<file path="src/rtl/xif_coproc_alu_if.sv">
// ---------------------------------------------------------------------------
// xif_coproc_alu_if
// Issue, commit and result channels of the CORE-V-XIF between the core
// (master) and the custom-0 integer coprocessor (slave).
//   issue_*  : instruction offer, operands, accept/writeback answer
//   commit_* : commit or kill of a previously issued id
//   result_* : in-order result return with valid/ready handshake
// ---------------------------------------------------------------------------
interface xif_coproc_alu_if #(
    parameter int X_ID_WIDTH = 4
);
    logic                  issue_valid;
    logic                  issue_ready;
    logic [31:0]           issue_instr;
    logic [X_ID_WIDTH-1:0] issue_id;
    logic [31:0]           issue_rs0;
    logic [31:0]           issue_rs1;
    logic [1:0]            issue_rs_valid;
    logic                  issue_accept;
    logic                  issue_writeback;

    logic                  commit_valid;
    logic [X_ID_WIDTH-1:0] commit_id;
    logic                  commit_kill;

    logic                  result_valid;
    logic                  result_ready;
    logic [X_ID_WIDTH-1:0] result_id;
    logic [4:0]            result_rd;
    logic [31:0]           result_data;
    logic                  result_we;

    modport master (
        output issue_valid, issue_instr, issue_id, issue_rs0, issue_rs1, issue_rs_valid,
        output commit_valid, commit_id, commit_kill,
        output result_ready,
        input  issue_ready, issue_accept, issue_writeback,
        input  result_valid, result_id, result_rd, result_data, result_we
    );

    modport slave (
        input  issue_valid, issue_instr, issue_id, issue_rs0, issue_rs1, issue_rs_valid,
        input  commit_valid, commit_id, commit_kill,
        input  result_ready,
        output issue_ready, issue_accept, issue_writeback,
        output result_valid, result_id, result_rd, result_data, result_we
    );
endinterface

</file>
<file path="src/rtl/xif_coproc_alu.sv">
// ---------------------------------------------------------------------------
// xif_coproc_alu
// Coprocessor-side responder for a small set of custom-0 integer instructions
// (ABSDIFFU, MIN, MAX, HAMM). Accepted instructions are executed in the issue
// cycle and parked in a circular buffer until the core commits or kills them;
// committed results leave strictly in issue order.
// Ports:
//   clk_i  : clock
//   rst_i  : asynchronous active-high reset
//   xif    : issue / commit / result channels (slave side)
//   busy_o : buffer holds at least one entry
// Entry states:
//   PENDING   | waiting for commit or kill from the core
//   COMMITTED | result may be returned once the entry reaches the head
//   KILLED    | dropped silently when it reaches the head
// ---------------------------------------------------------------------------
module xif_coproc_alu #(
    parameter int X_ID_WIDTH = 4,
    parameter int DEPTH      = 4
) (
    input  logic            clk_i,
    input  logic            rst_i,
    xif_coproc_alu_if.slave xif,
    output logic            busy_o
);
    localparam int PTR_W = $clog2(DEPTH);
    localparam int CNT_W = PTR_W + 1;

    typedef enum logic [1:0] {
        ST_PENDING   = 2'd0,
        ST_COMMITTED = 2'd1,
        ST_KILLED    = 2'd2
    } entry_state_t;

    logic [DEPTH-1:0]      ent_valid;
    entry_state_t          ent_state [DEPTH];
    logic [X_ID_WIDTH-1:0] ent_id    [DEPTH];
    logic [4:0]            ent_rd    [DEPTH];
    logic [31:0]           ent_data  [DEPTH];

    logic [PTR_W-1:0] head_ptr;
    logic [PTR_W-1:0] tail_ptr;
    logic [CNT_W-1:0] count;

    // ---------------- decode ----------------
    logic [6:0] opcode;
    logic [2:0] funct3;
    logic [6:0] funct7;
    logic       dec_accept;
    logic       full;
    logic       push;
    logic       unused_instr_bits;

    assign opcode = xif.issue_instr[6:0];
    assign funct3 = xif.issue_instr[14:12];
    assign funct7 = xif.issue_instr[31:25];
    assign unused_instr_bits = ^xif.issue_instr[24:15];

    // funct3[2] == 0 selects the four supported operations
    assign dec_accept = (opcode == 7'b0001011) && (funct7 == 7'd0) && !funct3[2];
    assign full       = (count == CNT_W'(DEPTH));

    assign xif.issue_ready     = !full && (!dec_accept || (xif.issue_rs_valid == 2'b11));
    assign xif.issue_accept    = xif.issue_valid && dec_accept;
    assign xif.issue_writeback = xif.issue_valid && dec_accept;

    assign push = xif.issue_valid && xif.issue_ready && dec_accept;

    // ---------------- execute ----------------
    logic [31:0] alu_result;
    logic [31:0] xor_val;
    logic [5:0]  pop_cnt;

    always_comb begin
        xor_val = xif.issue_rs0 ^ xif.issue_rs1;
        pop_cnt = '0;
        for (int i = 0; i < 32; i++) begin
            pop_cnt = pop_cnt + 6'(xor_val[i]);
        end
        alu_result = '0;
        case (funct3[1:0])
            2'b00: alu_result = (xif.issue_rs0 >= xif.issue_rs1) ?
                                (xif.issue_rs0 - xif.issue_rs1) :
                                (xif.issue_rs1 - xif.issue_rs0);
            2'b01: alu_result = ($signed(xif.issue_rs0) < $signed(xif.issue_rs1)) ?
                                xif.issue_rs0 : xif.issue_rs1;
            2'b10: alu_result = ($signed(xif.issue_rs0) > $signed(xif.issue_rs1)) ?
                                xif.issue_rs0 : xif.issue_rs1;
            default: alu_result = {26'd0, pop_cnt};
        endcase
    end

    // A commit arriving together with its own issue lands on the new entry.
    entry_state_t new_state;

    always_comb begin
        new_state = ST_PENDING;
        if (xif.commit_valid && (xif.commit_id == xif.issue_id)) begin
            new_state = xif.commit_kill ? ST_KILLED : ST_COMMITTED;
        end
    end

    // ---------------- head / result ----------------
    logic head_committed;
    logic head_killed;
    logic pop;

    assign head_committed = ent_valid[head_ptr] && (ent_state[head_ptr] == ST_COMMITTED);
    assign head_killed    = ent_valid[head_ptr] && (ent_state[head_ptr] == ST_KILLED);
    assign pop            = head_killed || (head_committed && xif.result_ready);

    // Result fields are driven only from registered head state, zero when idle.
    assign xif.result_valid = head_committed;
    assign xif.result_we    = head_committed;
    assign xif.result_id    = head_committed ? ent_id[head_ptr]   : '0;
    assign xif.result_rd    = head_committed ? ent_rd[head_ptr]   : '0;
    assign xif.result_data  = head_committed ? ent_data[head_ptr] : '0;

    assign busy_o = (count != '0);

    // ---------------- buffer state ----------------
    always_ff @(posedge clk_i or posedge rst_i) begin
        if (rst_i) begin
            head_ptr  <= '0;
            tail_ptr  <= '0;
            count     <= '0;
            ent_valid <= '0;
            for (int i = 0; i < DEPTH; i++) begin
                ent_state[i] <= ST_PENDING;
                ent_id[i]    <= '0;
                ent_rd[i]    <= '0;
                ent_data[i]  <= '0;
            end
        end else begin
            for (int i = 0; i < DEPTH; i++) begin
                if (xif.commit_valid && ent_valid[i] && (ent_state[i] == ST_PENDING) &&
                    (ent_id[i] == xif.commit_id)) begin
                    ent_state[i] <= xif.commit_kill ? ST_KILLED : ST_COMMITTED;
                end
            end

            // head and tail never alias here: pop needs count > 0, push needs count < DEPTH
            if (pop) begin
                ent_valid[head_ptr] <= 1'b0;
                head_ptr            <= head_ptr + PTR_W'(1);
            end

            if (push) begin
                ent_valid[tail_ptr] <= 1'b1;
                ent_state[tail_ptr] <= new_state;
                ent_id[tail_ptr]    <= xif.issue_id;
                ent_rd[tail_ptr]    <= xif.issue_instr[11:7];
                ent_data[tail_ptr]  <= alu_result;
                tail_ptr            <= tail_ptr + PTR_W'(1);
            end

            case ({push, pop})
                2'b10:   count <= count + CNT_W'(1);
                2'b01:   count <= count - CNT_W'(1);
                default: count <= count;
            endcase
        end
    end
endmodule

</file>
<file path="src/flat_wrapper.sv">
// flat-port wrapper written by rule: the top's interface ports become plain ports
module xif_coproc_alu_flat 
#(
    parameter int X_ID_WIDTH = 4,
    parameter int DEPTH      = 4
)
  (clk_i, rst_i, busy_o, xif_issue_valid, xif_issue_instr, xif_issue_id, xif_issue_rs0, xif_issue_rs1, xif_issue_rs_valid, xif_commit_valid, xif_commit_id, xif_commit_kill, xif_result_ready, xif_issue_ready, xif_issue_accept, xif_issue_writeback, xif_result_valid, xif_result_id, xif_result_rd, xif_result_data, xif_result_we);
  xif_coproc_alu_if #(.X_ID_WIDTH(X_ID_WIDTH)) xif_i ();
  input  logic clk_i;
  input  logic rst_i;
  output logic busy_o;
  input wire logic [$bits(xif_i.issue_valid)-1:0] xif_issue_valid;
  input wire logic [$bits(xif_i.issue_instr)-1:0] xif_issue_instr;
  input wire logic [$bits(xif_i.issue_id)-1:0] xif_issue_id;
  input wire logic [$bits(xif_i.issue_rs0)-1:0] xif_issue_rs0;
  input wire logic [$bits(xif_i.issue_rs1)-1:0] xif_issue_rs1;
  input wire logic [$bits(xif_i.issue_rs_valid)-1:0] xif_issue_rs_valid;
  input wire logic [$bits(xif_i.commit_valid)-1:0] xif_commit_valid;
  input wire logic [$bits(xif_i.commit_id)-1:0] xif_commit_id;
  input wire logic [$bits(xif_i.commit_kill)-1:0] xif_commit_kill;
  input wire logic [$bits(xif_i.result_ready)-1:0] xif_result_ready;
  output wire logic [$bits(xif_i.issue_ready)-1:0] xif_issue_ready;
  output wire logic [$bits(xif_i.issue_accept)-1:0] xif_issue_accept;
  output wire logic [$bits(xif_i.issue_writeback)-1:0] xif_issue_writeback;
  output wire logic [$bits(xif_i.result_valid)-1:0] xif_result_valid;
  output wire logic [$bits(xif_i.result_id)-1:0] xif_result_id;
  output wire logic [$bits(xif_i.result_rd)-1:0] xif_result_rd;
  output wire logic [$bits(xif_i.result_data)-1:0] xif_result_data;
  output wire logic [$bits(xif_i.result_we)-1:0] xif_result_we;
  assign xif_i.issue_valid = xif_issue_valid;
  assign xif_i.issue_instr = xif_issue_instr;
  assign xif_i.issue_id = xif_issue_id;
  assign xif_i.issue_rs0 = xif_issue_rs0;
  assign xif_i.issue_rs1 = xif_issue_rs1;
  assign xif_i.issue_rs_valid = xif_issue_rs_valid;
  assign xif_i.commit_valid = xif_commit_valid;
  assign xif_i.commit_id = xif_commit_id;
  assign xif_i.commit_kill = xif_commit_kill;
  assign xif_i.result_ready = xif_result_ready;
  assign xif_issue_ready = xif_i.issue_ready;
  assign xif_issue_accept = xif_i.issue_accept;
  assign xif_issue_writeback = xif_i.issue_writeback;
  assign xif_result_valid = xif_i.result_valid;
  assign xif_result_id = xif_i.result_id;
  assign xif_result_rd = xif_i.result_rd;
  assign xif_result_data = xif_i.result_data;
  assign xif_result_we = xif_i.result_we;
  xif_coproc_alu #(.X_ID_WIDTH(X_ID_WIDTH), .DEPTH(DEPTH)) u_core (.clk_i(clk_i), .rst_i(rst_i), .xif(xif_i), .busy_o(busy_o));
endmodule
</file>
<file path="config.mk">
export PLATFORM = sky130hd
export DESIGN_NAME = xif_coproc_alu_flat
export DESIGN_NICKNAME = d
export VERILOG_FILES = /design/src/rtl/xif_coproc_alu_if.sv /design/src/rtl/xif_coproc_alu.sv /design/src/flat_wrapper.sv
export SDC_FILE = /design/constraint.sdc
export NUM_CORES = 1
export LEC_CHECK = 0
export ABC_AREA = 1
export CORE_ASPECT_RATIO = 0.8
export CORE_MARGIN = 10
export CORE_UTILIZATION = 64
export CTS_CLUSTER_SIZE = 20
export DETAILED_ROUTE_END_ITERATION = 8
export GPL_TIMING_DRIVEN = 0
export PLACE_DENSITY = 0.88
export SLEW_MARGIN = 10
export SYNTH_ARGS = -nofsm -noshare
export SYNTH_HDL_FRONTEND = slang
export SYNTH_SLANG_ARGS = --single-unit
</file>
<file path="constraint.sdc">
create_clock -name clk_i -period 8.3 [get_ports clk_i]
set_input_delay 0.83 -clock clk_i [delete_from_list [all_inputs] [get_ports clk_i]]
set_output_delay 0.83 -clock clk_i [all_outputs]
set_load 0.02 [all_outputs]
</file>
# ---- Yosys cells after proc, flatten, opt, wreduce, memory -nomap -nowiden
# Index checks and enable logic that the tools add are counted.
dict set report totals {
  output_inout_bits 47
  register_bits 183
  wordCells 172
  inputBits 112
}
dict set report classes {
  bitwise_logic 6
  muxes 47
  n_lt_le_gt_ge 10
  reduce_logical 38
  n_addsub 37
  n_eq_ne 14
}
# cell count
set op_table {}
lappend op_table {{two-way mux 32 bit} 7}
lappend op_table {{adder 6 x 1 -> 6 bit} 30}
lappend op_table {{bitwise mux 128 bit} 1}
lappend op_table {{case mux 32 bit (3 select lines)} 1}
lappend op_table {{binary-select mux 32 bit (select 2 bit)} 1}
lappend op_table {{demux 32 bit (select 2 bit)} 1}
lappend op_table {{subtractor 32 bit} 2}
lappend op_table {{>= comparator 32 bit} 1}
lappend op_table {{greater-than comparator 32 bit} 1}
lappend op_table {{less-than comparator 32 bit} 1}
lappend op_table {{XOR 32 bit} 1}
lappend op_table {{logical AND 1 bit} 25}
lappend op_table {{two-way mux 4 bit} 6}
lappend op_table {{bitwise mux 20 bit} 1}
lappend op_table {{== test 4 bit} 5}
lappend op_table {{two-way mux 5 bit} 4}
lappend op_table {{two-way mux 2 bit} 9}
lappend op_table {{bitwise mux 16 bit} 1}
lappend op_table {{binary-select mux 5 bit (select 2 bit)} 1}
lappend op_table {{demux 5 bit (select 2 bit)} 1}
lappend op_table {{logical NOT 2 bit} 5}
lappend op_table {{binary-select mux 4 bit (select 2 bit)} 1}
lappend op_table {{bitwise mux 8 bit} 1}
lappend op_table {{demux 4 bit (select 2 bit)} 1}
lappend op_table {{other kinds (28)} 44}

# ---- Depth between registers and ports, before layout
# Gate-level depths: netlist (run 1).
dict set report depth {
  word_depth 34
  depth_mapped 24
  depth_no_buf 24
}

# ---- Worst setup path before layout (run 1)
# OpenSTA, ideal clock, no wires.
dict set report synth_path {
  kind {input -> register}
  start {input xif_issue_rs1[1]}
  end {register u_core.ent_data[100] (netlist bit)}
  cell_stages 22
  path_slack_ns 1.954
  setup_time_ns 0.117
  t_required_ns 8.183
  arrival_ns 6.229
  cell_sequence {inv_1 > ha_1 > inv_1 > ha_1 > fa_1 > fa_1 > fa_1 > fa_1 > inv_1 > fa_1 > fa_1 > inv_1 > fa_1 > fa_1 > a21oi_1 > nor2_1 > nor2_1 > xnor2_1 > nand2_1 > nand4_4 > nand2_1 > nand2_1}
}
dict set report synth_between {
  elab_chain_cells 34
  elab_cells_between_ends 42
  classes_between {33 x add/sub; 3 x order compare; 5 x mux; 1 x bitwise}
}
# element line
set synth_rtl {}
lappend synth_rtl {{from (decl)} flat_wrapper.sv:16} ;# input wire logic [$bits(xif_i.issue_rs1)-1:0] xif_issue_rs1;
lappend synth_rtl {{XOR 32 bit} xif_coproc_alu.sv:75} ;# xor_val = xif.issue_rs0 ^ xif.issue_rs1;
lappend synth_rtl {{adder 1 x 1 -> 2 bit} xif_coproc_alu.sv:78} ;# pop_cnt = pop_cnt + 6'(xor_val[i]);
lappend synth_rtl {{adder 6 x 1 -> 6 bit (30 in a row)} xif_coproc_alu.sv:78}
lappend synth_rtl {{case mux 32 bit (3 select lines) (*)} xif_coproc_alu.sv:81} ;# case (funct3[1:0])
lappend synth_rtl {{bitwise mux 128 bit (*)} xif_coproc_alu.sv:153} ;# ent_data[tail_ptr] <= alu_result;
lappend synth_rtl {{to (signal, indexed assignment)} xif_coproc_alu.sv:153}
lappend synth_rtl {{to (decl)} xif_coproc_alu.sv:39} ;# logic [31:0] ent_data [DEPTH];
# Every way passes the cells marked *; elsewhere a longest branch is shown, timed or not.
# A chain may end at the register's enable or synchronous reset.

# ---- Final worst setup path (run 1)
dict set report layout_path {
  start {input xif_issue_rs1[1]}
  end {register u_core.ent_data[36] (netlist bit)}
}
# Same word-level chain as after synthesis.

==> results of run 1 <==
==> cells by family (layout without fill, tap and decap cells) <==
logic type	after synthesis	count (layout)	synth area share, %
AO/OA/AOI/OAI	359	359	12.6
flip-flops	183	183	28.6
XOR/XNOR	56	56	3.07
adder cells (fa/ha/maj)	108	108	9.71
AND/OR/NAND/NOR	1317	1317	36.0
buffers and inverters	386	564	10.0
==> tightest hold or removal path, stage by stage (launching register included) <==
cell and delay, ns:
sky130_fd_sc_hd__dfrtp_1 0.34, sky130_fd_sc_hd__nand2_1 0.05, sky130_fd_sc_hd__nand2_1 0.06
==> routing by layer <==
| metal | part of all wire [%] | vias up | GRT usage, % |
|---|---|---|---|
| met1 | 39 | 8398 | 53.3 |
| met4 | 3.7 | 0 | 13.3 |
| met3 | 18 | 239 | 14.8 |
| met2 | 40 | 1719 | 54.2 |
| li1 | - | 7935 | - |
| met5 | 0 | - | 0 |
==> metrics by stage <==
step / total power [mW] / util (%) / setup WS [ns]
final: 3.56 / 75.9 / 1.31
after global routing: 3.77 / 75.9 / 1.03
after CTS: 3.50 / 75.9 / 1.35
after detailed placement: 2.57 / 73.2 / 0.912
after global placement: 2.49 / 73.0 / 0.258
after floorplan: 2.10 / - / 1.95
==> final timing paths <==
kind / from / end
worst max-delay path: xif_issue_rs1[1] / u_core.ent_data[36]
worst min-delay path: u_core.ent_data[95] / u_core.ent_data[95]
worst max register to register: u_core.head_ptr[0] / u_core.count[2]
worst min register to register: u_core.ent_data[95] / u_core.ent_data[95]
max in group asynchronous: rst_i / u_core.ent_data[27]
min in group asynchronous: rst_i / u_core.ent_data[70]
==> flip-flops by register name, summed over array words and instances, names as in the netlist <==
name,count
u_core.count,3
u_core.ent_data,128
u_core.ent_id,16
u_core.ent_rd,20
u_core.ent_state,8
u_core.ent_valid,4
u_core.head_ptr,2
u_core.tail_ptr,2
==> Yosys cell counts, types with 9 or more instances <==
| cell type | count |
|---|---|
| sky130_fd_sc_hd__buf_1 | 9 |
| sky130_fd_sc_hd__nor3_1 | 10 |
| sky130_fd_sc_hd__nand3_2 | 60 |
| sky130_fd_sc_hd__inv_1 | 272 |
| sky130_fd_sc_hd__a21oi_1 | 128 |
| sky130_fd_sc_hd__dfrtp_1 | 183 |
| sky130_fd_sc_hd__clkbuf_1 | 58 |
| sky130_fd_sc_hd__xnor2_1 | 14 |
| sky130_fd_sc_hd__fa_1 | 27 |
| sky130_fd_sc_hd__xor2_1 | 42 |
| sky130_fd_sc_hd__nor2_1 | 217 |
| sky130_fd_sc_hd__o211ai_2 | 15 |
| sky130_fd_sc_hd__o211ai_1 | 17 |
| sky130_fd_sc_hd__ha_1 | 81 |
| sky130_fd_sc_hd__nand3_1 | 141 |
| sky130_fd_sc_hd__nand4_1 | 11 |
| sky130_fd_sc_hd__buf_2 | 25 |
| sky130_fd_sc_hd__o21ai_1 | 25 |
| sky130_fd_sc_hd__nand2_1 | 829 |
| sky130_fd_sc_hd__o21ai_0 | 151 |
| sky130_fd_sc_hd__nand2_2 | 16 |
==> layout make-up <==
| type | count | area [sq um] |
|---|---|---|
| Sequential cell | 183 | 4580 |
| Timing Repair Buffer | 146 | 1480 |
| Clock buffer | 25 | 485 |
| Multi-Input combinational cell | 1840 | 9820 |
| Inverter | 281 | 1060 |
| Clock inverter | 7 | 189 |
| Fill cell | 1754 | 5880 |
| Tap cell | 318 | 398 |
| Buffer | 105 | 546 |
==> where the power goes <==
group          leakage (nW)  switching [mW]  internal, mW
logic                  6.88            1.09         0.622
registers              2.39               0         0.891
clock network         0.326           0.366         0.591
==> reports/results.env, run 1 <==
FIRST_GLOBAL_VIAS=17200
PIN_COUNT_OF_THE_BIGGEST_NET_ENTERING_GLOBAL_ROUTING=123
DESIGN.FINAL.NETS=2794
SYNTH-ASYNC-RESET-RATIO_PCT=100
R2R_SLACK_NS=4.78
REQUIRED_NS=8.63
GRT_FIRST_PASS_WIRELENGTH_UM=97200
VIA_PER_INST=6.30
VIOLATIONS='design-rule violations'
IO_BUFFER_COUNT=145
P_PER_AREA_nW_PER_UM2=192
SYNTH_AREA_LEADER_CELL='sky130_fd_sc_hd__dfrtp_1'
CLOCK_SINKS=183
HOLD_VIOL=0
YOSYSUNIQUECELLTYPES=49
CTS_SETUP_BUFFERS=0
DETAIL_ROUTE.DRC_VIOLATIONS=1
CTS_RESIZED=0
TIGHTEST_SLEW_NS=1.03
TIMING.MAX_SLEW.REL_SLACK_PCT=31.6
FINALWEIGHTEDCONGESTION=1.11
SYNTH_LARGEST_TYPE_AREA_FRACTION_PCT=28.6
FINCLKSKEW_NS=0.00963
WORST_PATH_MOST_REPEATED_CELL='sky130_fd_sc_hd__fa_1'
LAYOUT_COMMONEST_CELL='sky130_fd_sc_hd__nand2_1'
WORST-SETUP-PATH-TYPE='in2reg'
SYN-NUM-NETS=2629
WHS_PATH_DEPTH=2
FRACTION_OF_LAYOUT_INSTANCES_USING_A_DRIVE_STRENGTH_ABOVE_1_PCT=7.34
CPMAXSTAGEDELAYCELL='sky130_fd_sc_hd__clkdlybuf4s50_1'
REG2REGPATHDEPTH=14
POST_DP_CELL_AREA_SQ_UM=17900
DIE_WIDTH_UM=197
PERIOD_MINUS_SLACK_NS=6.99
CP_MAX_FO=4
SYNTH_WARNINGS=0
DRT.ANTENNA.VIOLATING_NETS=0
WORSTPATHARRIVAL_NS=7.32
FINALHOLDWORSTSLACK_NS=0.481
PLACEMENT_ROWS=51
CP-START-KIND='primary input'
WORST-PATH-BUF-INV=5
GRT_OVERFLOW_TOTAL=0
CP_SLOWEST_STAGE_DELAY_NS=0.58
DIE_AREA_SQ_UM=31800
MAPPEDNETLISTAREA_SQ_UM=16000
SYNTH.AREA.TOP_CELLS='sky130_fd_sc_hd__dfrtp_1 29%, sky130_fd_sc_hd__nand2_1 19%, sky130_fd_sc_hd__inv_1 6.4%'
SYNTH_ENABLE_FLOP_CELLS=0
IO_PINS=159
YOSYSSEQAREASHARE_PCT=28.6
HOLD_BUFFERS=0
GROUTE.USAGE.OVERALL_PCT=38.8
MAXCLOCKFREQUENCY_MHz=143
DRT_PASS1_ITERATIONS=9
POST-PLACE-CELLS=2873
GRT_ANTENNA_BEFORE_REPAIR=0
FINALSETUPVIOLATIONS=0
CTSHTREEMAXLEVEL=4
OUTCOME='finished with violations'
POWER_LEAKAGE_nW=9.60
VIA_TOTAL_AFTER_DETAILED_ROUTING=18300
CTS_TREE='yes'
POSTROUTEWIRELENGTH_UM=63800
AVGSYNTHCELLAREA_SQ_UM=6.64
HOLD_PATH_CLASS='reg2reg'
CP_CELL_SEQUENCE='clkdlybuf4s50_1, inv_1, ha_1, inv_1, ha_1, fa_1, fa_1, fa_1, fa_1, inv_1, fa_1, fa_1, inv_1, fa_1, fa_1, a21oi_1, nor2_1, nor2_1, xnor2_1, nand2_1, nand4_4, nand2_1, nand2_1'
FINAL_MAX_SLEW_VIOLS=0
DRT-INITIAL-DRC-COUNT=3146
CLOCK_ROOT_CELL='sky130_fd_sc_hd__clkbuf_16'
NUMBER_OF_NON_FILLER_INSTANCES_IN_THE_COMPLETED_LAYOUT=2905
YS_SEQ_ELEMENTS=183
GATE_COUNT_POST_SYNTH=2409
TNS_NS=0
DIODES=0
SYNTH-MAIN-FF-CELL='sky130_fd_sc_hd__dfrtp_1'
CRITICAL_PATH.TOP_DELAY_FAMILY='adder cells'
CLOCK_INSERTION_DELAY_WORST_SKEW_NS=0.45
MAX-CAP-VIOLATIONS=0
DIE_H_UM=161
START_UTIL_PCT=65.5
TYPE_OF_ELEMENT_CAPTURING_THE_CRITICAL_PATH='flop'
GRT_SETUP_UNREPAIRED='false'
LAYOUT-AREA-OVERHEAD-VS-SYNTH_PCT=16.0
CLOCKBUFFERDEPTH=2
FLOORPLAN.CORE_AREA_SQ_UM=24400
COUNT_OF_CELL_INSTANCES_TRAVERSED_BY_THE_CRITICAL_PATH=23
NUMCTSBUFFERS=17
DP_HPWL_UM=48500
POST-ROUTE-PERIOD-UTIL_PCT=84.2
CLKSLEWWORSTSETUPHOLDPATHS_NS=0.07
VDD_DROP_MAX_V=0.000370
MOST_USED_CELLS_IN_THE_LAYOUT_EXCLUDING_FILL_AND_TAP_CELLS='829 x sky130_fd_sc_hd__nand2_1, 271 x sky130_fd_sc_hd__inv_1, 217 x sky130_fd_sc_hd__nor2_1'
ROUTE.DETAILED.WL_PER_INST_UM=22.0
POST-ROUTE-CELL-AREA_SQ_UM=18600
Power figures use the tool's default switching activity.
==> run 2: changes to the inputs <==
Settings changed: CORE_UTILIZATION 64 to 59, PLACE_DENSITY 0.88 to 0.82.
Clock period 8.3 ns to 6.5 ns, I/O delays scaled along.
==> run 2 against run 1 <==
Compared with the run above:
- the flow still finishes with violations (design-rule violations)
- total power is 26% higher
- final cell count is 1.3% higher
- clock power is 11% higher
- die area is 7.5% higher
- non-clock buffer count stayed put
- register-to-register slack worse by 2.0 ns
- highest routed layer is now met5
==> reports/results.env, run 2 (same netlist as run 1, synthesis figures left out) <==
TIGHTEST_SLEW_NS=0.992
FIRST_GLOBAL_VIAS=17000
ROUTE.DETAILED.WL_PER_INST_UM=22.0
DRT.ANTENNA.VIOLATING_NETS=0
WORSTPATHARRIVAL_NS=6.67
MOST_USED_CELLS_IN_THE_LAYOUT_EXCLUDING_FILL_AND_TAP_CELLS='828 x sky130_fd_sc_hd__nand2_1, 268 x sky130_fd_sc_hd__inv_1, 217 x sky130_fd_sc_hd__nor2_1'
POWER.TOTAL_mW=4.48
DIE_H_UM=167
OUTCOME='finished with violations'
REGMOSTFLOPS='u_core.ent_data'
REQUIRED_NS=6.83
TNS_NS=0
IO_PINS=159
LAYOUT_COMMONEST_CELL='sky130_fd_sc_hd__nand2_1'
FRACTION_OF_LAYOUT_INSTANCES_USING_A_DRIVE_STRENGTH_ABOVE_1_PCT=8.16
TIMING.MAX_SLEW.REL_SLACK_PCT=33.9
POST-ROUTE-CELL-AREA_SQ_UM=18600
HOLD_BUFFERS=0
DESIGN.FINAL.NETS=2794
GRT_OVERFLOW_TOTAL=0
VIOLATIONS='design-rule violations'
VIA_PER_INST=6.13
TIMING.HOLD.WORST.START='u_core.ent_data[90]'
FINALWEIGHTEDCONGESTION=1.03
REG2REGPATHDEPTH=14
FINAL_MAX_SLEW_VIOLS=0
HOLD_VIOL=0
LARGEST_REG_FLOPS=128
REG_TOP3='u_core.ent_data (128), u_core.ent_rd (20), u_core.ent_id (16)'
VDD_DROP_MAX_V=0.000429
MAXCLOCKFREQUENCY_MHz=158
POST_DP_CELL_AREA_SQ_UM=17900
CRIT-REG2REG-LAUNCH='u_core.head_ptr[0]'
NUMBER_OF_NON_FILLER_INSTANCES_IN_THE_COMPLETED_LAYOUT=2943
CLOCK_ROOT_CELL='sky130_fd_sc_hd__clkbuf_16'
CLKSLEWWORSTSETUPHOLDPATHS_NS=0.07
NUMCTSBUFFERS=17
WORST-SETUP-PATH-TYPE='in2reg'
CLOCKBUFFERDEPTH=2
PERIOD_MINUS_SLACK_NS=6.35
FINCLKSKEW_NS=0.00809
HOLD_PATH_CLASS='reg2reg'
FIN_WS_NS=0.153
CP-START-KIND='primary input'
IO_BUFFER_COUNT=145
DETAIL_ROUTE.DRC_VIOLATIONS=2
CTS_SETUP_BUFFERS=0
MAX-CAP-VIOLATIONS=0
DIODES=0
DRT-INITIAL-DRC-COUNT=3106
CLOCK_INSERTION_DELAY_WORST_SKEW_NS=0.45
PIN_COUNT_OF_THE_BIGGEST_NET_ENTERING_GLOBAL_ROUTING=107
DP_HPWL_UM=50000
POSTROUTEWIRELENGTH_UM=64800
WORSTSETUPSTARTPOINT='xif_issue_rs1[1]'
GRT_ANTENNA_BEFORE_REPAIR=0
CP_MAX_FO=4
LAYOUT-AREA-OVERHEAD-VS-SYNTH_PCT=16.6
FLOORPLAN.CORE_AREA_SQ_UM=26500
DRT_PASS1_ITERATIONS=9
POST-PLACE-CELLS=2912
PLACEMENT_ROWS=53
FINALSETUPVIOLATIONS=0
DIE_AREA_SQ_UM=34100
VIA_TOTAL_AFTER_DETAILED_ROUTING=18100
POWER_LEAKAGE_nW=9.61
TYPE_OF_ELEMENT_CAPTURING_THE_CRITICAL_PATH='flop'
CTS_TREE='yes'
DIE_WIDTH_UM=204
GROUTE.USAGE.OVERALL_PCT=36.5
GRT_FIRST_PASS_WIRELENGTH_UM=97200
P_PER_AREA_nW_PER_UM2=240
DETAILEDPLACE.WORSTSLACK_NS=-0.761
POST-ROUTE-PERIOD-UTIL_PCT=97.6
WHS_PATH_DEPTH=2
START_UTIL_PCT=60.5
CTSHTREEMAXLEVEL=4
CLOCK_SINKS=183
run 2: changes by cell type in the layout (fill, tap and decap cells not counted), moves of 4 or more:
| cell | change |
|---|---|
| sky130_fd_sc_hd__ha_1 | -12 |
| sky130_fd_sc_hd__clkdlybuf4s50_1 | -10 |
| sky130_fd_sc_hd__ha_4 | +7 |
| sky130_fd_sc_hd__dlymetal6s2s_1 | +6 |
| sky130_fd_sc_hd__ha_2 | +5 |
| sky130_fd_sc_hd__bufinv_16 | -4 |
| sky130_fd_sc_hd__clkinv_2 | +4 |
run 2: worst paths after layout:
path / end / slack (ns)
setup / recovery: u_core.ent_data[100] / 0.15
hold / removal: u_core.ent_data[90] / 0.48
setup reg to reg: u_core.count[2] / 2.76
hold reg to reg: u_core.ent_data[90] / 0.48
max in group asynchronous: u_core.ent_data[25] / 4.86
min in group asynchronous: u_core.ent_data[104] / 0.69
run 2: final cells by class:
class	count	area, sq um
Multi-Input combinational cell	1840	9930
Tap cell	357	447
Timing Repair Buffer	146	1490
Inverter	281	1060
Clock inverter	8	96.3
Clock buffer	23	488
Sequential cell	183	4580
Fill cell	2173	7820
Buffer	105	554
run 2: timing repair:
action,4_1_cts,5_1_grt
resized for setup,9,30
pin swaps,3,8
endpoints found under the hold margin,0,0
endpoints found under the setup margin,16,4
run 2: report_power, final:
| part | leakage (nW) | internal (mW) | switching, mW | total [mW] |
|---|---|---|---|---|
| registers | 2.39 | 1.14 | 0 | 1.14 |
| clock network | 0.289 | 0.604 | 0.459 | 1.06 |
| logic | 6.93 | 0.842 | 1.43 | 2.28 |
run 2: per-layer routing:
layer	vias to the layer above	share of wire [%]	GRT usage [%]	wire length (um)
met2	1502	41	51.5	26500
met5	-	0.11	1.63	71
li1	7945	-	-	-
met3	210	16	11.9	10300
met1	8393	40	51.6	25900
met4	2	3.1	10.7	1990
run 2: through the flow:
step | hold slack, ns | utilization [%]
after global routing | 0.491 | 70.5
final | 0.478 | 70.5
after detailed placement | 0.460 | 67.8
after floorplan | 0.444 | -
after global placement | 0.456 | 67.6
after CTS | 0.477 | 70.0
run 2: critical path, stage by stage:
cell,delay [ns]
sky130_fd_sc_hd__clkdlybuf4s15_1,0.33
sky130_fd_sc_hd__inv_2,0.13
sky130_fd_sc_hd__ha_4,0.29
sky130_fd_sc_hd__inv_1,0.04
sky130_fd_sc_hd__ha_1,0.28
sky130_fd_sc_hd__fa_1,0.49
sky130_fd_sc_hd__fa_1,0.54
sky130_fd_sc_hd__fa_1,0.53
sky130_fd_sc_hd__fa_1,0.57
sky130_fd_sc_hd__inv_1,0.06
sky130_fd_sc_hd__fa_1,0.47
sky130_fd_sc_hd__fa_1,0.56
sky130_fd_sc_hd__inv_1,0.05
sky130_fd_sc_hd__fa_2,0.37
sky130_fd_sc_hd__fa_2,0.39
sky130_fd_sc_hd__a21oi_1,0.15
sky130_fd_sc_hd__nor2_1,0.06
sky130_fd_sc_hd__nor2_1,0.12
sky130_fd_sc_hd__xnor2_1,0.07
sky130_fd_sc_hd__nand2_1,0.15
sky130_fd_sc_hd__nand4_4,0.19
sky130_fd_sc_hd__nand2_2,0.10
sky130_fd_sc_hd__nand2_1,0.08
